===== config.mk =====
export PLATFORM = sky130hd
export DESIGN_NAME = uio_tx_link_arb
export DESIGN_NICKNAME = d
export VERILOG_FILES = /design/src/rtl/uio_tx_link_arb.sv
export SDC_FILE = /design/constraint.sdc
export NUM_CORES = 2
export LEC_CHECK = 0
export BUFFER_PORTS_ARGS = -buffer_cell sky130_fd_sc_hd__buf_2
export CAP_MARGIN = 15
export CORE_MARGIN = 8
export CORE_UTILIZATION = 45
export DETAILED_ROUTE_END_ITERATION = 7
export PLACE_DENSITY = 0.69
export SLEW_MARGIN = 5
export SYNTH_ARGS = -nofsm -noshare
export SYNTH_HDL_FRONTEND = slang
export SYNTH_SLANG_ARGS = --single-unit

===== constraint.sdc =====
create_clock -name clk -period 22.6 [get_ports clk]
set_input_delay 2.26 -clock clk [delete_from_list [all_inputs] [get_ports clk]]
set_output_delay 2.26 -clock clk [all_outputs]
set_load 0.01 [all_outputs]

===== src/rtl/uio_tx_link_arb.sv =====
// uio_tx_link_arb
// Round-robin arbiter that shares one 64-bit Aurora AXI-Stream TX link among
// NUM_REQ user-IO request ports. Each port owns a small word FIFO; a granted
// word is sent as a one-beat header followed by UIO_PORTS_WIDTH/64 data beats,
// least-significant beat first.
module uio_tx_link_arb #(
  parameter int unsigned NUM_REQ         = 4,
  parameter int unsigned UIO_PORTS_WIDTH = 128,
  parameter int unsigned FIFO_DEPTH      = 8,
  parameter int unsigned AFULL_LVL       = 6
) (
  input  logic                               clk,
  input  logic                               reset_n,
  input  logic                               i_stat_chan_up,
  input  logic [NUM_REQ-1:0]                 uio_rq_vld,
  input  logic [NUM_REQ*UIO_PORTS_WIDTH-1:0] uio_rq_data,
  output logic [NUM_REQ-1:0]                 uio_rq_afull,
  output logic [63:0]                        o_s_axi_tx_tdata,
  output logic [7:0]                         o_s_axi_tx_tkeep,
  output logic                               o_s_axi_tx_tlast,
  output logic                               o_s_axi_tx_tvalid,
  input  logic                               i_s_axi_tx_tready,
  output logic [NUM_REQ-1:0]                 o_ovf,
  output logic                               o_busy
);

  localparam int unsigned NB = UIO_PORTS_WIDTH / 64;
  localparam int unsigned BW = $clog2(NB) + 1;
  localparam int unsigned AW = $clog2(FIFO_DEPTH);
  localparam int unsigned CW = AW + 1;
  localparam int unsigned GW = (NUM_REQ > 1) ? $clog2(NUM_REQ) : 1;
  localparam logic [BW-1:0] LAST_BEAT = BW'(NB - 1);

  typedef enum logic [1:0] {
    IDLE,
    HDR,
    DATA
  } state_t;

  state_t state, state_nxt;

  // rr_last doubles as the current grant: it is latched on the grant decision
  // and holds until the next one, so one register serves both roles.
  logic [GW-1:0] rr_last, rr_last_nxt;
  logic [BW-1:0] beat, beat_nxt;

  logic [UIO_PORTS_WIDTH-1:0] mem [NUM_REQ][FIFO_DEPTH];
  logic [AW-1:0]              wr_ptr [NUM_REQ];
  logic [AW-1:0]              rd_ptr [NUM_REQ];
  logic [CW-1:0]              count [NUM_REQ];
  logic [CW-1:0]              cnt_nxt [NUM_REQ];

  logic [NUM_REQ-1:0] push;
  logic [NUM_REQ-1:0] pop;
  logic [NUM_REQ-1:0] full;
  logic [NUM_REQ-1:0] nonempty;
  logic [NUM_REQ-1:0] ovf_set;

  logic                       found;
  logic [GW-1:0]              pick;
  int unsigned                rr_idx;
  logic [UIO_PORTS_WIDTH-1:0] head_word;

  // Per-port FIFO status, push/drop decision and next occupancy.
  always_comb begin
    for (int unsigned i = 0; i < NUM_REQ; i++) begin
      full[i]     = (count[i] == CW'(FIFO_DEPTH));
      nonempty[i] = (count[i] != '0);
      push[i]     = uio_rq_vld[i] && !full[i];
      ovf_set[i]  = uio_rq_vld[i] && full[i];
      pop[i]      = (state == DATA) && i_s_axi_tx_tready &&
                    (beat == LAST_BEAT) && (rr_last == GW'(i));
      case ({push[i], pop[i]})
        2'b10:   cnt_nxt[i] = count[i] + 1'b1;
        2'b01:   cnt_nxt[i] = count[i] - 1'b1;
        default: cnt_nxt[i] = count[i];
      endcase
    end
  end

  // FIFO pointers, occupancy, registered almost-full and sticky overflow.
  always_ff @(posedge clk or negedge reset_n) begin
    if (!reset_n) begin
      for (int unsigned i = 0; i < NUM_REQ; i++) begin
        wr_ptr[i] <= '0;
        rd_ptr[i] <= '0;
        count[i]  <= '0;
      end
      uio_rq_afull <= '0;
      o_ovf        <= '0;
    end else begin
      for (int unsigned i = 0; i < NUM_REQ; i++) begin
        if (push[i]) wr_ptr[i] <= wr_ptr[i] + 1'b1;
        if (pop[i])  rd_ptr[i] <= rd_ptr[i] + 1'b1;
        count[i]        <= cnt_nxt[i];
        uio_rq_afull[i] <= (cnt_nxt[i] >= CW'(AFULL_LVL));
        if (ovf_set[i]) o_ovf[i] <= 1'b1;
      end
    end
  end

  // FIFO storage; contents need no reset since occupancy gates every read.
  always_ff @(posedge clk) begin
    for (int unsigned i = 0; i < NUM_REQ; i++) begin
      if (push[i]) begin
        mem[i][wr_ptr[i]] <= uio_rq_data[i*UIO_PORTS_WIDTH +: UIO_PORTS_WIDTH];
      end
    end
  end

  // Round-robin search: first non-empty port after rr_last, with wrap.
  always_comb begin
    found  = 1'b0;
    pick   = rr_last;
    rr_idx = 0;
    for (int unsigned k = 1; k <= NUM_REQ; k++) begin
      rr_idx = 32'(rr_last) + k;
      if (rr_idx >= NUM_REQ) rr_idx = rr_idx - NUM_REQ;
      if (!found && nonempty[GW'(rr_idx)]) begin
        found = 1'b1;
        pick  = GW'(rr_idx);
      end
    end
  end

  // FSM state, grant and beat registers.
  always_ff @(posedge clk or negedge reset_n) begin
    if (!reset_n) begin
      state   <= IDLE;
      rr_last <= GW'(NUM_REQ - 1);
      beat    <= '0;
    end else begin
      state   <= state_nxt;
      rr_last <= rr_last_nxt;
      beat    <= beat_nxt;
    end
  end

  // FSM next state and AXI-Stream outputs; outputs follow registered state
  // only, so they stay stable while tvalid waits for tready.
  always_comb begin
    state_nxt         = state;
    rr_last_nxt       = rr_last;
    beat_nxt          = beat;
    o_s_axi_tx_tvalid = 1'b0;
    o_s_axi_tx_tkeep  = '0;
    o_s_axi_tx_tlast  = 1'b0;
    o_s_axi_tx_tdata  = '0;
    o_busy            = (state != IDLE);
    head_word         = mem[rr_last][rd_ptr[rr_last]];
    case (state)
      IDLE: begin
        if (i_stat_chan_up && found) begin
          rr_last_nxt = pick;
          state_nxt   = HDR;
        end
      end
      HDR: begin
        o_s_axi_tx_tvalid = 1'b1;
        o_s_axi_tx_tkeep  = '1;
        o_s_axi_tx_tdata  = {8'hA5, 48'h0, 8'(rr_last)};
        if (i_s_axi_tx_tready) begin
          state_nxt = DATA;
          beat_nxt  = '0;
        end
      end
      DATA: begin
        o_s_axi_tx_tvalid = 1'b1;
        o_s_axi_tx_tkeep  = '1;
        o_s_axi_tx_tdata  = head_word[64*beat +: 64];
        o_s_axi_tx_tlast  = (beat == LAST_BEAT);
        if (i_s_axi_tx_tready) begin
          if (beat == LAST_BEAT) begin
            state_nxt = IDLE;
          end else begin
            beat_nxt = beat + 1'b1;
          end
        end
      end
      default: state_nxt = IDLE;
    endcase
  end

endmodule


## Word-level counts from Yosys, hierarchy flattened

Memories as Yosys holds them, arrays and structs flattened.
Cells that the tools add are included.

| word-level totals | value |
|---|---|
| register bits | 54 |
| output and inout bits | 83 |
| word-level logic and storage cells | 199 |
| memories | 1 |
| memory bits (writable) | 4,096 |
| input bits | 520 |

| cells by class | value |
|---|---|
| shifts and indexed selects | 1 |
| reduce and logical (&&, ||, !) cells | 42 |
| muxes and demuxes | 59 |
| add/subtract/negate cells | 25 |
| $lt $le $gt $ge | 22 |
| bitwise gates (word level) | 6 |
| equal/unequal tests | 23 |

Memory list:

| name | depth | width | read ports | clocked after Yosys merged registers in | wr ports | RTL line | source |
|---|---|---|---|---|---|---|---|
| mem | 4 | 1,024 | 1 | 0 | 4 | 47 | `logic [UIO_PORTS_WIDTH-1:0] mem [NUM_REQ][FIFO_DEPTH];` |

Operator list:

| operator | number |
|---|---|
| $mux W1024 | 4 |
| $demux W128 S3 | 4 |
| $mux W128 | 6 |
| $bmux W128 S3 | 1 |
| $pmux W64 S2 | 1 |
| $shiftx A128 B9 Y64 | 1 |
| $pmux W4 S2 | 4 |
| $mux W2 | 15 |
| $add A3 B1 Y3 const B | 8 |
| $logic_and A1 B1 Y1 | 22 |
| $ge A4 B3 Y1 const B | 5 |
| $ge A4 B4 Y1 const B | 5 |
| $not A3 Y4 | 5 |
| $reduce_bool A4 Y1 | 5 |
| $add A4 B1 Y4 const B | 4 |
| $eq A4 B4 Y1 const B | 4 |
| $lt A4 B1 Y1 const B | 4 |
| $sub A4 B1 Y4 const B | 4 |
| $eq A2 B1 Y1 const B | 7 |
| $eq A2 B2 Y1 const B | 7 |
| $mux W1 | 14 |
| $ge A3 B3 Y1 const B | 4 |
| $lt A2 B3 Y1 const B | 4 |
| $bmux W1 S2 | 4 |
| 19 further kinds | 36 |

## Logic depth before layout (Yosys ltp)

| logic depth | value |
|---|---|
| depth after elaboration | 18 |
| gate-level depth with buffers | 15 |
| mapped depth without buffers | 12 |

## Least setup slack after synthesis

OpenSTA, ideal clock, no wires.

| path | value |
|---|---|
| path kind | in2reg |
| start | input uio_rq_vld[1] |
| end | memory mem[1][768] in the netlist's numbering, enable pin |
| stages | 2 |
| library setup time | 0.974 ns |
| arrival | 15.501 ns |
| path slack | 6.124 ns |
| buffers on the path | 0 |
| required time | 21.626 ns |
| cell sequence | nand2_1 > nor4b_1 |

RTL lines:

| item | RTL line | source |
|---|---|---|
| start, declared | 15 | `input logic [NUM_REQ-1:0] uio_rq_vld,` |
| end, declared | 47 |  |

## Final worst setup path

| path | value |
|---|---|
| start | register rr_last[0] |
| end | output o_s_axi_tx_tdata[54] |

| on the way | value |
|---|---|
| word-level cells in the longest chain between the ends | 10 |
| elaborated cells on any way between the ends | 11 |
| those cells by class | shift (1); mux (7); bitwise (2); memory (1) |

Ends and longest elaborated chain:

| item | RTL line | source |
|---|---|---|
| start, declared | 44 | `logic [GW-1:0] rr_last, rr_last_nxt;` |
| start signal, assigned | 130 | `rr_last <= GW'(NUM_REQ - 1);` |
| start signal, assigned | 134 | `rr_last <= rr_last_nxt;` |
| $not A2 Y3 (implied by the code) | 150 | `head_word = mem[rr_last][rd_ptr[rr_last]];` |
| $bmux W3 S2 | 150 |  |
| $mux W3 (implied by the code) (2 in a row) | 150 |  |
| $not A3 Y4 (implied by the code) | 150 |  |
| $bmux W128 S3 * | 150 |  |
| $mux W128 (implied by the code) * (2 in a row) | 150 |  |
| $shiftx A128 B9 Y64 * | 170 | `o_s_axi_tx_tdata = head_word[64*beat +: 64];` |
| $pmux W64 S2 * | 151 | `case (state)` |
| end, declared | 18 | `output logic [63:0] o_s_axi_tx_tdata,` |

Mark *: on every way between the ends. The rest lies on a longest branch, timed or not. The select of a mux whose other input is x is not followed.

==> out/summary.txt <==
CLOCK NETWORK
--------------------------------------------------------------------------------------
Number of buffers inserted during clock tree synthesis                             409
Count of instances resized after the clock tree is built                             0
TritonCTS clock tree                                                             built
H-tree Lvls                                                                          5
Setup Buffers After CTS                                                              0
Clock slew at reported path FFs                                                0.06 ns
Clock net sink count                                                             4,150
Maximum number of buffers from clock root to sink                                    4
Quantity of hold-fixing buffers added after cts                                      0
Root buffer cell                                                          sky130_fd_sc_hd__clkbuf_16
Clock Latency Late Sink                                                        0.99 ns

TIMING
--------------------------------------------------------------------------------------
Setup violators final                                                                0
Worst-case headroom to the max-slew limit                                      0.04485
Worst Tran Pin Value                                                          1.433 ns
Max Clk Rate                                                                 88.39 MHz
Final total negative setup slack                                                  0 ns
Period utilisation layout                                                       0.5006
Worst Skew                                                                  0.04925 ns
Pins over their slew limit                                                           0
Count of final hold-check violations                                                 0
Min Tclk post-route                                                           11.31 ns
Minimum setup slack in the final design                                       11.29 ns
Unrepaired setup endpoints after global routing                                  false

YOSYS
--------------------------------------------------------------------------------------
Biggest area consumer among synthesized cells                             sky130_fd_sc_hd__edfxtp_1
Share of flip-flops with an asynchronous set or reset after synthesis          0.01301
Net count after synthesis                                                        8,187
Top area cells in the synthesized netlist                                 sky130_fd_sc_hd__edfxtp_1, sky130_fd_sc_hd__mux4_2, sky130_fd_sc_hd__mux2i_1, sky130_fd_sc_hd__nand2_1, sky130_fd_sc_hd__a21oi_1
Cell with the most instances after synthesis                              sky130_fd_sc_hd__edfxtp_1
Post-Syn Area                                                             160,800 sq um
Number of distinct standard cells referenced by the synthesized netlist             57
Post-synth top cells                                                      sky130_fd_sc_hd__edfxtp_1, sky130_fd_sc_hd__mux4_2, sky130_fd_sc_hd__nand2_1
Proportion of synthesized chip area in sequential cells                         0.7735
Area share of the largest cell type after synthesis                             0.7651
Cell count after synthesis                                                       7,641
Synth warnings                                                                       0
Synthesized area divided by synthesized cell count                         21.04 sq um
EDFF count, synth                                                                4,096
Main flop type after synthesis                                            sky130_fd_sc_hd__edfxtp_1
Total of flip-flops plus latches after synthesis                                 4,150

GLOBAL ROUTE
--------------------------------------------------------------------------------------
Congestion Overflow GR                                                               0
Global-route wire length before repair                                        728.8 mm
Vias in the first global route                                                  87,220
Total Routing Usage GR                                                          0.2797
Initial antenna violation count                                                    305
Largest net degree at the start of global routing                                  151

FINAL LAYOUT
--------------------------------------------------------------------------------------
Filler-free cell count of the finished design                                   13,720
Fraction of layout cells with a size suffix above 1                             0.2685
Post-layout util                                                                0.5151
Post-layout net count                                                            8,975
Area of the multi-input gates                                             34,520 sq um
Layout overhead on the synthesized area                                         13.95%
Number of inserted filler cells in the final layout                             27,700
FF/Latch Area                                                             124,400 sq um

PLACE
--------------------------------------------------------------------------------------
HPWL after DPL                                                                309.8 mm
Post-place setup slack                                                        11.93 ns
I/O Buffers                                                                        602
Final weighted congestion in routability-driven placement                       0.8545
Placed cell count                                                               12,770

PWR
--------------------------------------------------------------------------------------
Power Total                                                                   23.45 mW
Max VDD drop                                                                  112.5 uV
Leak                                                                          58.61 nW
Power per standard cell area                                              128.0 nW/um^2

SETUP PATH
--------------------------------------------------------------------------------------
Worst reg2reg path depth                                                             7
WP data arrival                                                                9.05 ns
Maximum fanout along the worst path                                                 46
WP data required                                                              20.34 ns
Sort of element at the start of the critical path                             register
Critical path type                                                             reg2out
Critical Path End Type                                                      output pin

FLOORPLAN
--------------------------------------------------------------------------------------
Die Area                                                                  376,600 sq um
Boundary Pins                                                                      603
Chip width                                                                    613.7 um
Floorplan Core Area                                                       355,700 sq um
Rows                                                                               219
Initial core utilization                                                        0.4520
Chip Height                                                                   613.7 um

ROUTE
--------------------------------------------------------------------------------------
Drt drc                                                                              0
Final wirelength                                                              538.7 mm
Routed length per placed instance                                             39.25 um
Routed via count                                                                88,220
First-iteration detailed-routing DRC count                                      14,850
Post-route ant nets                                                                  0
Number of iterations in the first detailed-routing pass                              6
Number of vias per cell                                                          6.429

STATUS
--------------------------------------------------------------------------------------
Result of the run                                                         finished clean

HOLD PATH
--------------------------------------------------------------------------------------
Class of the worst hold path                                                   reg2reg
Count of cells along the worst hold path                                             1

FLOW RUN
--------------------------------------------------------------------------------------
Number of maximum-capacitance constraint violations                                  0

==> area by class of cell <==
class / instances / share of cell area
tap: 4751 / 0.03245
antenna: 202 / 0.002759
clock buffer: 509 / 0.05879
sequential: 4150 / 0.6789
inverter: 18 / 0.0004371
multi-input combinational: 3037 / 0.1885
timing repair buffer: 813 / 0.02616
clock inverter: 243 / 0.01200
==> stage by stage <==
stage	area (sq um)	hold WS (ns)
2_1_floorplan	160800	0.4397
3_3_place_gp	169700	0.4453
3_5_place_dp	169700	0.4543
4_1_cts	182600	0.4691
5_1_grt	183000	0.4874
6_report	183200	0.4667
==> flip-flops by register name (all words and copies together) (netlist names) <==
name and flops:
uio_rq_afull 4, count 16, state 2, wr_ptr 12, rr_last 2, o_ovf 4, rd_ptr 12, beat 2
mem 4096
==> path summary, 6_finish.rpt <==
path	start	end	slack [ns]
min in group asynchronous	reset_n	o_ovf[2]$_DFFE_PN0P_	1.44
max in group asynchronous	reset_n	rd_ptr[9]$_DFFE_PN0P_	20.56
setup / recovery	rr_last[0]$_DFFE_PN1P_	o_s_axi_tx_tdata[54]	11.29
hold / removal	o_ovf[1]$_DFFE_PN0P_	o_ovf[1]$_DFFE_PN0P_	0.47
hold reg to reg	o_ovf[1]$_DFFE_PN0P_	o_ovf[1]$_DFFE_PN0P_	0.47
setup reg to reg	count[1]$_DFF_PN0_	mem[3][591]$_DFFE_PP_	16.93
==> routing by layer <==
layer | vias to the layer above | track usage | share of wire
li1 | 33280 | - | -
met1 | 46390 | 0.3570 | 0.35
met2 | 7127 | 0.4343 | 0.46
met3 | 1340 | 0.08341 | 0.13
met4 | 82 | 0.1494 | 0.058
met5 | - | 0 | 0.0010
==> placed cells by master, fill, tap and decap left out, types with 92 or more instances in the layout <==
cell / count
sky130_fd_sc_hd__clkbuf_16: 416
sky130_fd_sc_hd__edfxtp_1: 4096
sky130_fd_sc_hd__mux2i_1: 539
sky130_fd_sc_hd__mux4_2: 912
sky130_fd_sc_hd__buf_2: 602
sky130_fd_sc_hd__diode_2: 202
sky130_fd_sc_hd__buf_4: 193
sky130_fd_sc_hd__clkbuf_1: 92
sky130_fd_sc_hd__clkinv_1: 95
sky130_fd_sc_hd__a21oi_1: 307
sky130_fd_sc_hd__nand2_1: 774
==> cell families after synthesis <==
| family | count (synthesis) | synth area share |
|---|---|---|
| adders and majority gates | 26 | 0.002024 |
| buffers and inverters | 454 | 0.01325 |
| and+or+nand+nor | 957 | 0.02470 |
| muxes | 1464 | 0.1624 |
| AOI/OAI and AO/OA | 553 | 0.02211 |
| xor gates and xnor gates | 37 | 0.002016 |
| DFF | 4150 | 0.7735 |
==> critical path, stage by stage (launching register included) <==
cell and delay (ns):
sky130_fd_sc_hd__dfstp_4 1.11, sky130_fd_sc_hd__buf_4 0.67, sky130_fd_sc_hd__buf_4 0.68, sky130_fd_sc_hd__buf_4 0.80, sky130_fd_sc_hd__buf_4 0.77, sky130_fd_sc_hd__buf_4 0.77, sky130_fd_sc_hd__buf_4 0.65, sky130_fd_sc_hd__buf_4 0.71
sky130_fd_sc_hd__mux4_2 0.58, sky130_fd_sc_hd__nor2b_1 0.14, sky130_fd_sc_hd__a211oi_1 0.23, sky130_fd_sc_hd__a21oi_1 0.08, sky130_fd_sc_hd__a32oi_1 0.21, sky130_fd_sc_hd__o221ai_1 0.23, sky130_fd_sc_hd__buf_2 0.25
==> where the power goes <==
group | leakage, nW | internal (mW) | total [mW] | switching, mW
clock network | 6.34 | 3.72 | 6.67 | 2.95
registers | 37.8 | 9.68 | 10.0 | 0.343
logic | 14.4 | 2.51 | 6.75 | 4.24
total | 58.6 | 15.9 | 23.4 | 7.53
Power figures use the tool's default switching activity.
